===== config.mk =====
export PLATFORM = sky130hd
export DESIGN_NAME = mul_pipe_param
export DESIGN_NICKNAME = d
export VERILOG_FILES = /design/src/rtl/mul_pkg.sv /design/src/rtl/mul_pipe_param_pp_gen.sv /design/src/rtl/mul_pipe_param.sv
export SDC_FILE = /design/constraint.sdc
export NUM_CORES = 2
export LEC_CHECK = 0
export ABC_AREA = 1
export BUFFER_PORTS_ARGS = -buffer_cell sky130_fd_sc_hd__buf_2
export CAP_MARGIN = 10
export CORE_MARGIN = 8
export CORE_UTILIZATION = 57
export DETAILED_ROUTE_END_ITERATION = 10
export PLACE_DENSITY = 0.77
export SYNTH_ARGS = -nofsm -noshare
export SYNTH_HDL_FRONTEND = slang
export SYNTH_SLANG_ARGS = --single-unit

===== constraint.sdc =====
create_clock -name clk -period 8.4 [get_ports clk]
set_input_delay 0.84 -clock clk [delete_from_list [all_inputs] [get_ports clk]]
set_output_delay 0.84 -clock clk [all_outputs]
set_load 0.03 [all_outputs]

===== src/rtl/mul_pkg.sv =====
// Shared types and defaults for the pipelined multiplier.
// Mode encoding, latency and ROB tag width.
package mul_pkg;

  typedef enum logic [1:0] {
    MUL_LO  = 2'd0,
    MUL_HSS = 2'd1,
    MUL_HUU = 2'd2,
    MUL_HSU = 2'd3
  } mul_mode_t;

  localparam int MUL_LAT        = 3;
  localparam int LG_ROB_ENTRIES = 6;

  function automatic logic a_signed_of(
    input mul_mode_t m
  );
    return (m == MUL_HSS) || (m == MUL_HSU);
  endfunction

  function automatic logic b_signed_of(
    input mul_mode_t m
  );
    return m == MUL_HSS;
  endfunction

  // first row index owned by reduction stage t of ns
  function automatic int split_at(
    input int n,
    input int ns,
    input int t
  );
    return (n * t) / ns;
  endfunction

endpackage


===== src/rtl/mul_pipe_param_pp_gen.sv =====
// Baugh-Wooley partial products for a (W+1)x(W+1) multiply.
// Cross terms inverted, +2^(W+1) folded into row 0.
module mul_pp_gen
  import mul_pkg::*;
#(
  parameter int W = 32
) (
  input  logic [W-1:0]          a,
  input  logic [W-1:0]          b,
  input  logic                  a_signed,
  input  logic                  b_signed,
  output logic [W:0][2*W-1:0]   rows
);

  localparam int P = 2 * W;

  logic [W:0] ae;
  logic [W:0] be;

  assign ae = {a_signed & a[W-1], a};
  assign be = {b_signed & b[W-1], b};

  // row i holds ae*be[i]; terms touching exactly one sign bit are inverted
  always_comb begin
    rows = '0;
    for (int i = 0; i <= W; i++) begin
      for (int j = 0; j <= W; j++) begin
        if (i + j < P) begin
          rows[i][i+j] = (ae[j] & be[i])
                       ^ ((i == W) != (j == W));
        end
      end
    end
    rows[0][W+1] = 1'b1;
  end

endmodule


===== src/rtl/mul_pipe_param.sv =====
// Fully pipelined W x W multiplier with flush and ROB tag.
// CSA reduction over stages 1..LAT-1, CPA in LAT-1, output reg LAT.
module mul_pipe_param
  import mul_pkg::*;
#(
  parameter int W     = 32,
  parameter int LAT   = MUL_LAT,
  parameter int TAG_W = LG_ROB_ENTRIES
) (
  input  logic             clk,
  input  logic             reset,
  input  logic             go,
  input  mul_mode_t        mode,
  input  logic [W-1:0]     src_a,
  input  logic [W-1:0]     src_b,
  input  logic [TAG_W-1:0] rob_ptr_in,
  input  logic             flush,
  output logic             complete,
  output logic [TAG_W-1:0] rob_ptr_out,
  output logic [W-1:0]     y,
  output logic [2*W-1:0]   y_full
);

  localparam int P  = 2 * W;
  localparam int R  = W + 1;
  localparam int NS = LAT - 1;
  localparam int N  = R - 2;

  typedef logic [P-1:0] row_t;

  function automatic logic [2*P-1:0] csa(
    input row_t s,
    input row_t c,
    input row_t r
  );
    row_t cy;
    cy = ((s & c) | (s & r) | (c & r)) << 1;
    return {s ^ c ^ r, cy};
  endfunction

  logic                  as_in;
  logic                  bs_in;
  row_t [R-1:0]          pp;
  row_t [NS-1:0]         in_s;
  row_t [NS-1:0]         in_c;
  row_t [NS-1:0][R-1:0]  in_r;
  row_t [NS-1:0]         sum_d;
  row_t [NS-1:0]         carry_d;
  row_t [NS-1:0]         sum_q;
  row_t [NS-1:0]         carry_q;
  row_t [NS-1:0][R-1:0]  rows_q;
  row_t                  prod_d;
  row_t                  prod_q;
  row_t                  full_q;
  logic [W-1:0]          y_q;
  logic [LAT:1]          v_q;
  logic [TAG_W-1:0]      tag_q [1:LAT];
  mul_mode_t             mode_q [1:LAT-1];
  logic                  unused_tail;

  assign as_in = a_signed_of(mode);
  assign bs_in = b_signed_of(mode);

  mul_pp_gen #(.W(W)) u_pp (
    .a        (src_a),
    .b        (src_b),
    .a_signed (as_in),
    .b_signed (bs_in),
    .rows     (pp)
  );

  // stage 0 reads fresh rows; later stages read the previous register
  always_comb begin
    in_s = '0;
    in_c = '0;
    in_r = '0;
    in_s[0] = pp[0];
    in_c[0] = pp[1];
    in_r[0] = pp;
    for (int t = 1; t < NS; t++) begin
      in_s[t] = sum_q[t-1];
      in_c[t] = carry_q[t-1];
      in_r[t] = rows_q[t-1];
    end
  end

  // each stage folds its own slice of rows into sum/carry
  always_comb begin
    row_t s;
    row_t c;
    logic [2*P-1:0] sc;
    s = '0;
    c = '0;
    sc = '0;
    sum_d = '0;
    carry_d = '0;
    for (int t = 0; t < NS; t++) begin
      s = in_s[t];
      c = in_c[t];
      for (int r = 2; r < R; r++) begin
        if (r >= 2 + split_at(N, NS, t) &&
            r <  2 + split_at(N, NS, t + 1)) begin
          sc = csa(s, c, in_r[t][r]);
          s  = sc[2*P-1:P];
          c  = sc[P-1:0];
        end
      end
      sum_d[t]   = s;
      carry_d[t] = c;
    end
  end

  assign prod_d = sum_d[NS-1] + carry_d[NS-1];

  // the last stage's sum/carry/rows are superseded by prod_q
  assign unused_tail = ^{sum_q[NS-1], carry_q[NS-1], rows_q[NS-1]};

  // data advances every cycle; only valids are gated by flush
  always_ff @(posedge clk or negedge reset) begin
    if (!reset) begin
      sum_q   <= '0;
      carry_q <= '0;
      rows_q  <= '0;
      prod_q  <= '0;
      full_q  <= '0;
      y_q     <= '0;
      v_q     <= '0;
      for (int i = 1; i <= LAT; i++) tag_q[i] <= '0;
      for (int i = 1; i < LAT; i++) mode_q[i] <= MUL_LO;
    end else begin
      sum_q   <= sum_d;
      carry_q <= carry_d;
      rows_q  <= in_r;
      prod_q  <= prod_d;
      full_q  <= prod_q;
      y_q     <= (mode_q[LAT-1] == MUL_LO) ? prod_q[W-1:0]
                                           : prod_q[P-1:W];
      v_q     <= flush ? '0 : {v_q[LAT-1:1], go};
      tag_q[1]  <= rob_ptr_in;
      mode_q[1] <= mode;
      for (int i = 2; i <= LAT; i++) tag_q[i] <= tag_q[i-1];
      for (int i = 2; i < LAT; i++) mode_q[i] <= mode_q[i-1];
    end
  end

  assign complete    = v_q[LAT];
  assign rob_ptr_out = tag_q[LAT];
  assign y           = y_q;
  assign y_full      = full_q;

endmodule


## After elaboration in Yosys (flattened, before gate mapping)

Index checks and enable logic that the tools add are counted.

| operators by class | value |
|---|---|
| add/subtract/negate cells | 1 |
| equal/unequal tests | 2 |
| muxes and demuxes | 2 |
| bitwise operators | 1371 |
| reductions and logical operators | 2 |

Operators with widths:

| operator | number |
|---|---|
| bitwise OR 63 bit | 30 |
| bitwise AND 63 bit | 21 |
| bitwise AND 1 bit | 1090 |
| bitwise XOR 64 bit | 16 |
| bitwise AND 63 x 51 -> 63 bit | 2 |
| bitwise AND 63 x 52 -> 63 bit | 2 |
| bitwise AND 63 x 53 -> 63 bit | 2 |
| bitwise AND 63 x 54 -> 63 bit | 2 |
| bitwise AND 63 x 55 -> 63 bit | 2 |
| bitwise AND 63 x 56 -> 63 bit | 2 |
| bitwise AND 63 x 57 -> 63 bit | 2 |
| bitwise AND 63 x 58 -> 63 bit | 2 |
| bitwise AND 63 x 59 -> 63 bit | 2 |
| bitwise AND 63 x 60 -> 63 bit | 2 |
| bitwise AND 63 x 61 -> 63 bit | 2 |
| bitwise AND 63 x 62 -> 63 bit | 2 |
| bitwise OR 63 x 50 -> 63 bit | 2 |
| bitwise AND 49 x 50 -> 50 bit | 2 |
| bitwise AND 48 x 49 -> 49 bit | 2 |
| bitwise OR 49 bit | 2 |
| bitwise AND 47 x 48 -> 48 bit | 2 |
| bitwise OR 48 bit | 2 |
| bitwise AND 46 x 47 -> 47 bit | 2 |
| bitwise OR 47 bit | 2 |
| 95 further kinds | 181 |

| storage, ports and cells | value |
|---|---|
| bits in registers | 810 |
| input bits | 76 |
| word-level logic and storage cells | 1405 |

## Logic depth before layout (Yosys ltp)

| logic depth | value |
|---|---|
| depth in word-level cells | 50 |
| mapped depth | 31 |
| gate-level depth less buffers | 31 |

## Modules after synthesis

Synthesis repeated with hierarchy kept, for this count alone.

| unflattened totals | value |
|---|---|
| cells, all modules | 8161 |
| area total of the unflattened synthesis | 96709.0 um^2 |

By module, submodules not included:

| module | instances | cells an instance | area each (um^2) |
|---|---|---|---|
| mul_pipe_param | 1 | 4755 | 79597.6 |
| mul_pp_gen | 1 | 3406 | 17111.4 |

## Worst setup path before layout

Ideal clock, no wire load.

| timing path | value |
|---|---|
| path type | register to register |
| from | register sum_q, in the netlist in_s[96] |
| to | register prod_q[60] |
| library setup time | 117 ps |
| arrival time | 9153 ps |
| data required time | 8283 ps |
| slack | -869 ps |
| stages on the path, launching flop included | 29 |
| cells stage by stage | dfrtp_1 fa_1 fa_1 fa_1 fa_1 fa_1 fa_1 fa_1 fa_1 fa_1 fa_1 fa_1 fa_1 fa_1 fa_1 fa_1 fa_1 ha_1 fa_1 nand3_1 nand3_1 nand2_1 nand2_2 nand2_1 nand2_2 nand2_1 nand2_1 nand2_1 nand2_1 |

| between the ends | value |
|---|---|
| word-level cells in the longest chain between the ends | 49 |

RTL lines:

| element | line | RTL |
|---|---|---|
| start, declared | mul_pipe_param.sv:49 | `row_t [NS-1:0] sum_q;` |
| start signal, assigned | mul_pipe_param.sv:131 | `sum_q <= sum_d;` |
| bitwise AND 49 x 50 -> 50 bit | mul_pipe_param.sv:37 | `cy = ((s & c) \| (s & r) \| (c & r)) << 1;` |
| bitwise OR 63 x 50 -> 63 bit (2 in a row) | mul_pipe_param.sv:37 |  |
| bitwise AND 63 bit | mul_pipe_param.sv:37 |  |
| bitwise OR 63 bit (2 in a row) | mul_pipe_param.sv:37 |  |
| bitwise AND 63 bit | mul_pipe_param.sv:37 |  |
| bitwise OR 63 bit (2 in a row) | mul_pipe_param.sv:37 |  |
| bitwise AND 63 bit | mul_pipe_param.sv:37 |  |
| bitwise OR 63 bit (2 in a row) | mul_pipe_param.sv:37 |  |
| [27 not listed] | n/a |  |
| bitwise AND 63 bit | mul_pipe_param.sv:37 |  |
| bitwise OR 63 bit (2 in a row) | mul_pipe_param.sv:37 |  |
| bitwise AND 63 bit | mul_pipe_param.sv:37 |  |
| bitwise OR 63 bit (2 in a row) | mul_pipe_param.sv:37 |  |
| bitwise AND 63 bit | mul_pipe_param.sv:37 |  |
| bitwise OR 63 bit (2 in a row) | mul_pipe_param.sv:37 |  |
| adder 64 bit (*) | mul_pipe_param.sv:113 | `assign prod_d = sum_d[NS-1] + carry_d[NS-1];` |
| via prod_d[60] | mul_pipe_param.sv:52 | `row_t prod_d;` |
| end signal, assigned | mul_pipe_param.sv:134 | `prod_q <= prod_d;` |
| end, declared | mul_pipe_param.sv:53 | `row_t prod_q;` |

The timed path passes the listed nets; every way through them passes the cells marked *.

## Worst setup path after layout

| timing path | value |
|---|---|
| from | register sum_q, in the netlist in_s[106] |
| to | register prod_q[53] |

| between the ends | value |
|---|---|
| word-level cells in the longest chain between the ends | 44 |

RTL lines:

| element | line | RTL |
|---|---|---|
| bitwise AND 49 x 50 -> 50 bit / bitwise XOR 49 x 50 -> 50 bit (equally long branches) | mul_pipe_param.sv:37, mul_pipe_param.sv:38 |  |
| bitwise OR 63 x 50 -> 63 bit / bitwise XOR 50 bit (equally long branches) | mul_pipe_param.sv:37, mul_pipe_param.sv:38 |  |
| bitwise OR 63 x 50 -> 63 bit, or another cell as far along | mul_pipe_param.sv:37 |  |
| bitwise AND 63 bit, or another cell as far along | mul_pipe_param.sv:37 |  |
| bitwise OR 63 bit, or another cell as far along (2 in a row) | mul_pipe_param.sv:37 |  |
| bitwise AND 63 bit, or another cell as far along | mul_pipe_param.sv:37 |  |
| bitwise OR 63 bit, or another cell as far along (2 in a row) | mul_pipe_param.sv:37 |  |
| bitwise AND 63 bit, or another cell as far along | mul_pipe_param.sv:37 |  |
| [26 not listed] | n/a |  |
| bitwise XOR 64 x 62 -> 64 bit, or another cell as far along | mul_pipe_param.sv:38 | `return {s ^ c ^ r, cy};` |
| bitwise XOR 64 bit, or another cell as far along | mul_pipe_param.sv:38 |  |
| bitwise XOR 64 x 63 -> 64 bit, or another cell as far along | mul_pipe_param.sv:38 |  |
| bitwise XOR 64 bit / bitwise OR 63 bit (equally long branches) | mul_pipe_param.sv:38, mul_pipe_param.sv:37 |  |
| bitwise XOR 64 bit, or another cell as far along | mul_pipe_param.sv:38 |  |
| bitwise XOR 64 bit / bitwise OR 63 bit (equally long branches) (2 in a row) | mul_pipe_param.sv:38, mul_pipe_param.sv:37 |  |
| adder 64 bit (*) | mul_pipe_param.sv:113 |  |
| via prod_d[53] | mul_pipe_param.sv:52 |  |

Marked as above.

==> flow_summary_export.csv <==
group,metric,value,unit
timing,tightestPinTransition,1.01,ns
clock_tree,cts_tree,"done",
global_route,grt-ovfl-total,0,
global_route,antenna_found_initial,11,
yosys,synth_area_leaders,"sky130_fd_sc_hd__dfrtp_1 38%, sky130_fd_sc_hd__fa_1 38%, sky130_fd_sc_hd__nand2_1 9.4%",
outcome,run_status,"finished, violations left",
drt,routedWlPerCell,17.2,µm
yosys,syn_inst,4689,
yosys,synth_area,51700,µm²
global_route,track_usage,21.6,%
cells_and_area,instances_no_fill,6046,
yosys,synthesis.yosys.warnings,0,
yosys,post_synth_most_frequent_cells,"1297 x sky130_fd_sc_hd__nand2_1, 1091 x sky130_fd_sc_hd__inv_1, 991 x sky130_fd_sc_hd__fa_1",
timing,fin_skew,0.0313,ns
timing,report.final.hold_viol_count,0,
clock_tree,clock_buffer_count_from_cts,80,
cells_and_area,multiInputGateArea,27500,µm²
clock_tree,numClockSinks,794,
setup_path,worstSetupEndpointType,"flip-flop",
place,port_buffers,178,
floorplan,die-area,101000,µm²
timing,rsz_0062_raised_after_global_routing,"yes",
drt,finalWirelength,104000,µm
drt,via_per_inst,4.96,
place,post-place-cells,5887,
drt,detail_route.drc_violations,0,
timing,layout_worst_path_cycle_share,114,%
timing,fin_ws,-1.14,ns
yosys,synth_top_area_cell,"sky130_fd_sc_hd__dfrtp_1",
cells_and_area,design_area,57600,µm²
clock_tree,hold_fix_buffers_at_cts,0,
yosys,post_synth_num_cell_types,27,
yosys,synth-edff-count,0,
yosys,synth_most_common_cell,"sky130_fd_sc_hd__nand2_1",
clock_tree,clk_transition_reported_paths,0.06,ns
setup_path,critPathArrivalTime,10.11,ns
timing,achievable-frequency,105,MHz
yosys,postSynthNetCount,5819,
timing,worst_slew_margin_rel,32.9,%
hold_path,min_path_type,"in2async",
drt,drtAntennaViolNets,0,
global_route,wire_length_of_the_first_global_routing_pass,172000,µm
cells_and_area,regArea,19900,µm²
drt,num_vias,30000,
setup_path,critPathMostFrequentCell,"sky130_fd_sc_hd__fa_1",
setup_path,critical_path.slowest_cell,"sky130_fd_sc_hd__fa_1",
floorplan,ioPinCount,179,
timing,timing.final.crit_period,9.54,ns
setup_path,timing_worst_setup_path_type,"reg2reg",
setup_path,critical-path-max-stage-delay,0.56,ns
yosys,synth_seq_area_share,38.4,%
yosys,postSynth.topFlopCell,"sky130_fd_sc_hd__dfrtp_1",
cells_and_area,drive_above_1_share,13.9,%
setup_path,cp-start-kind,"flip-flop",
clock_tree,cts.root.buffer_cell,"sky130_fd_sc_hd__clkbuf_16",
setup_path,crit_required,8.96,ns
clock_tree,cts_buffer_depth,3,
place,dp_hpwl,79500,µm
outcome,violations,"setup timing",
global_route,grt_max_degree,148,
drt,drt-pass1-iter-count,5,
run,cap_viol_max_count,0,
yosys,synth-seq-cells,794,
floorplan,initial_utilization,57.5,%
place,cell_area_after_placement,54200,µm²
drt,first_iter_violations,1913,
timing,slew_viol_final,0,
place,preCtsSetupSlack,-1.21,ns
floorplan,rows,110,
setup_path,crit_path_max_fanout,4,
floorplan,core-area,89900,µm²
floorplan,die_h,317,µm
yosys,share_of_the_synthesized_area_in_the_top_cell_type,38.4,%
yosys,synthArstFlopShare,100,%
cells_and_area,nFillCells,6461,
cells_and_area,finish.net_count,5932,
place,place_congestion,0.879,
timing,setup_violations,32,
global_route,number_of_global_route_vias_before_repair,33800,
cells_and_area,areaGrowthSynthToFinish,11.5,%
floorplan,die-width,317,µm
cells_and_area,fin_util,64.1,%
clock_tree,worst_skew_pair.late_latency,0.64,ns
yosys,postSynthAreaPerCell,11.0,µm²
clock_tree,cts_max_level,3,
-- critical path: cells and delay by family (launching register included) --
kind | cells | cell delay (ns)
flip-flops | 1 | 0.38
AND/OR/NAND/NOR | 9 | 0.79
buffers and inverters | 3 | 0.19
adder cells (fa/ha/maj) | 17 | 8.11
-- logic make-up (layout without fill, tap and decap cells) --
family / Yosys count / in the layout / share of synthesized area (%)
buf+inv: 1362 / 1536 / 9.96
compound gates: 23 / 23 / 0.237
fa+ha+maj: 1054 / 1054 / 39.9
mux: 32 / 32 / 0.697
simple gates: 1406 / 1406 / 10.4
xor+xnor: 18 / 18 / 0.305
flops: 794 / 794 / 38.4
other cells: 0 / 7 / 0
-- path summary, 6_finish.rpt --
kind                                     start                        to  slack [ns]  depth (start not counted)
max reg2reg                in_s[106]$_DFF_PN0_      prod_q[53]$_DFF_PN0_       -1.14                         29
min                                      reset  rob_ptr_out[5]$_DFF_PN0_        0.24                          1
max in group asynchronous                reset      in_r[3483]$_DFF_PN0_        6.05                          3
max                        in_s[106]$_DFF_PN0_      prod_q[53]$_DFF_PN0_       -1.14                         29
min reg2reg                mode_q[2]$_DFF_PN0_       mode_q[0]$_DFF_PN0_        0.35                          0
min in group clk                 rob_ptr_in[1]       tag_q[13]$_DFF_PN0_        0.31                          1
-- registers in the layout (all words and copies together), names as in the netlist --
register	cells
y	32
prod_q	64
in_s	49
v_q	3
carry_q	33
y_full	64
rob_ptr_out	6
mode_q	4
tag_q	12
in_r	527
-- routing by layer --
metal  share of wire, %  vias to the layer above  global-route usage, %
met5              0.030                        -                      0
met4                2.9                        4                   6.59
met3                4.3                      174                   3.21
met2                 53                      593                   38.2
met1                 40                    16000                   27.6
li1                   -                    13200                      -
-- stage by stage --
stage	hold WS [ns]	setup TNS [ns]
finish	0.243	-31.50
global route	0.280	-38.76
CTS	0.244	-29.21
detailed placement	0.335	-40.77
global placement	0.332	-30.87
floorplan	0.331	-14.09
-- cell type report --
class / count / area share [%]
tap: 1176 / 2.55
clock buffer: 110 / 3.97
clock inverter: 33 / 0.806
sequential: 794 / 34.5
antenna: 7 / 0.0304
multi-input combinational: 2533 / 47.7
inverter: 1092 / 7.12
timing repair buffer: 301 / 3.31
-- repair_timing --
action,4_1_cts,5_1_grt
endpoints found under the setup margin,32,32
hold endpoints to repair,0,0
resized for setup,69,116
pin swaps,9,22
cloned,0,0
buffers inserted,4,5
-- cell usage in the layout (no fill, tap or decap), drive strengths merged --
| cell type | count |
|---|---|
| nand2 | 1309 |
| inv | 1093 |
| fa | 991 |
| dfrtp | 794 |
| buf | 301 |
| clkbuf | 110 |
| ha | 63 |
| nor2 | 60 |
| mux2 | 32 |
| nand3 | 26 |
| a21oi | 20 |
| clkinv | 19 |
| xor2 | 15 |
| diode | 7 |
| bufinv | 7 |
| clkinvlp | 6 |
| nor3 | 5 |
| nand4 | 4 |
| xnor2 | 3 |
| o21bai | 2 |
| or2 | 1 |
| and2 | 1 |
| a21o | 1 |
Power is left out: the tool's default activity adds up to more than one toggle a clock period on the data nets, which glitch-free logic cannot reach.
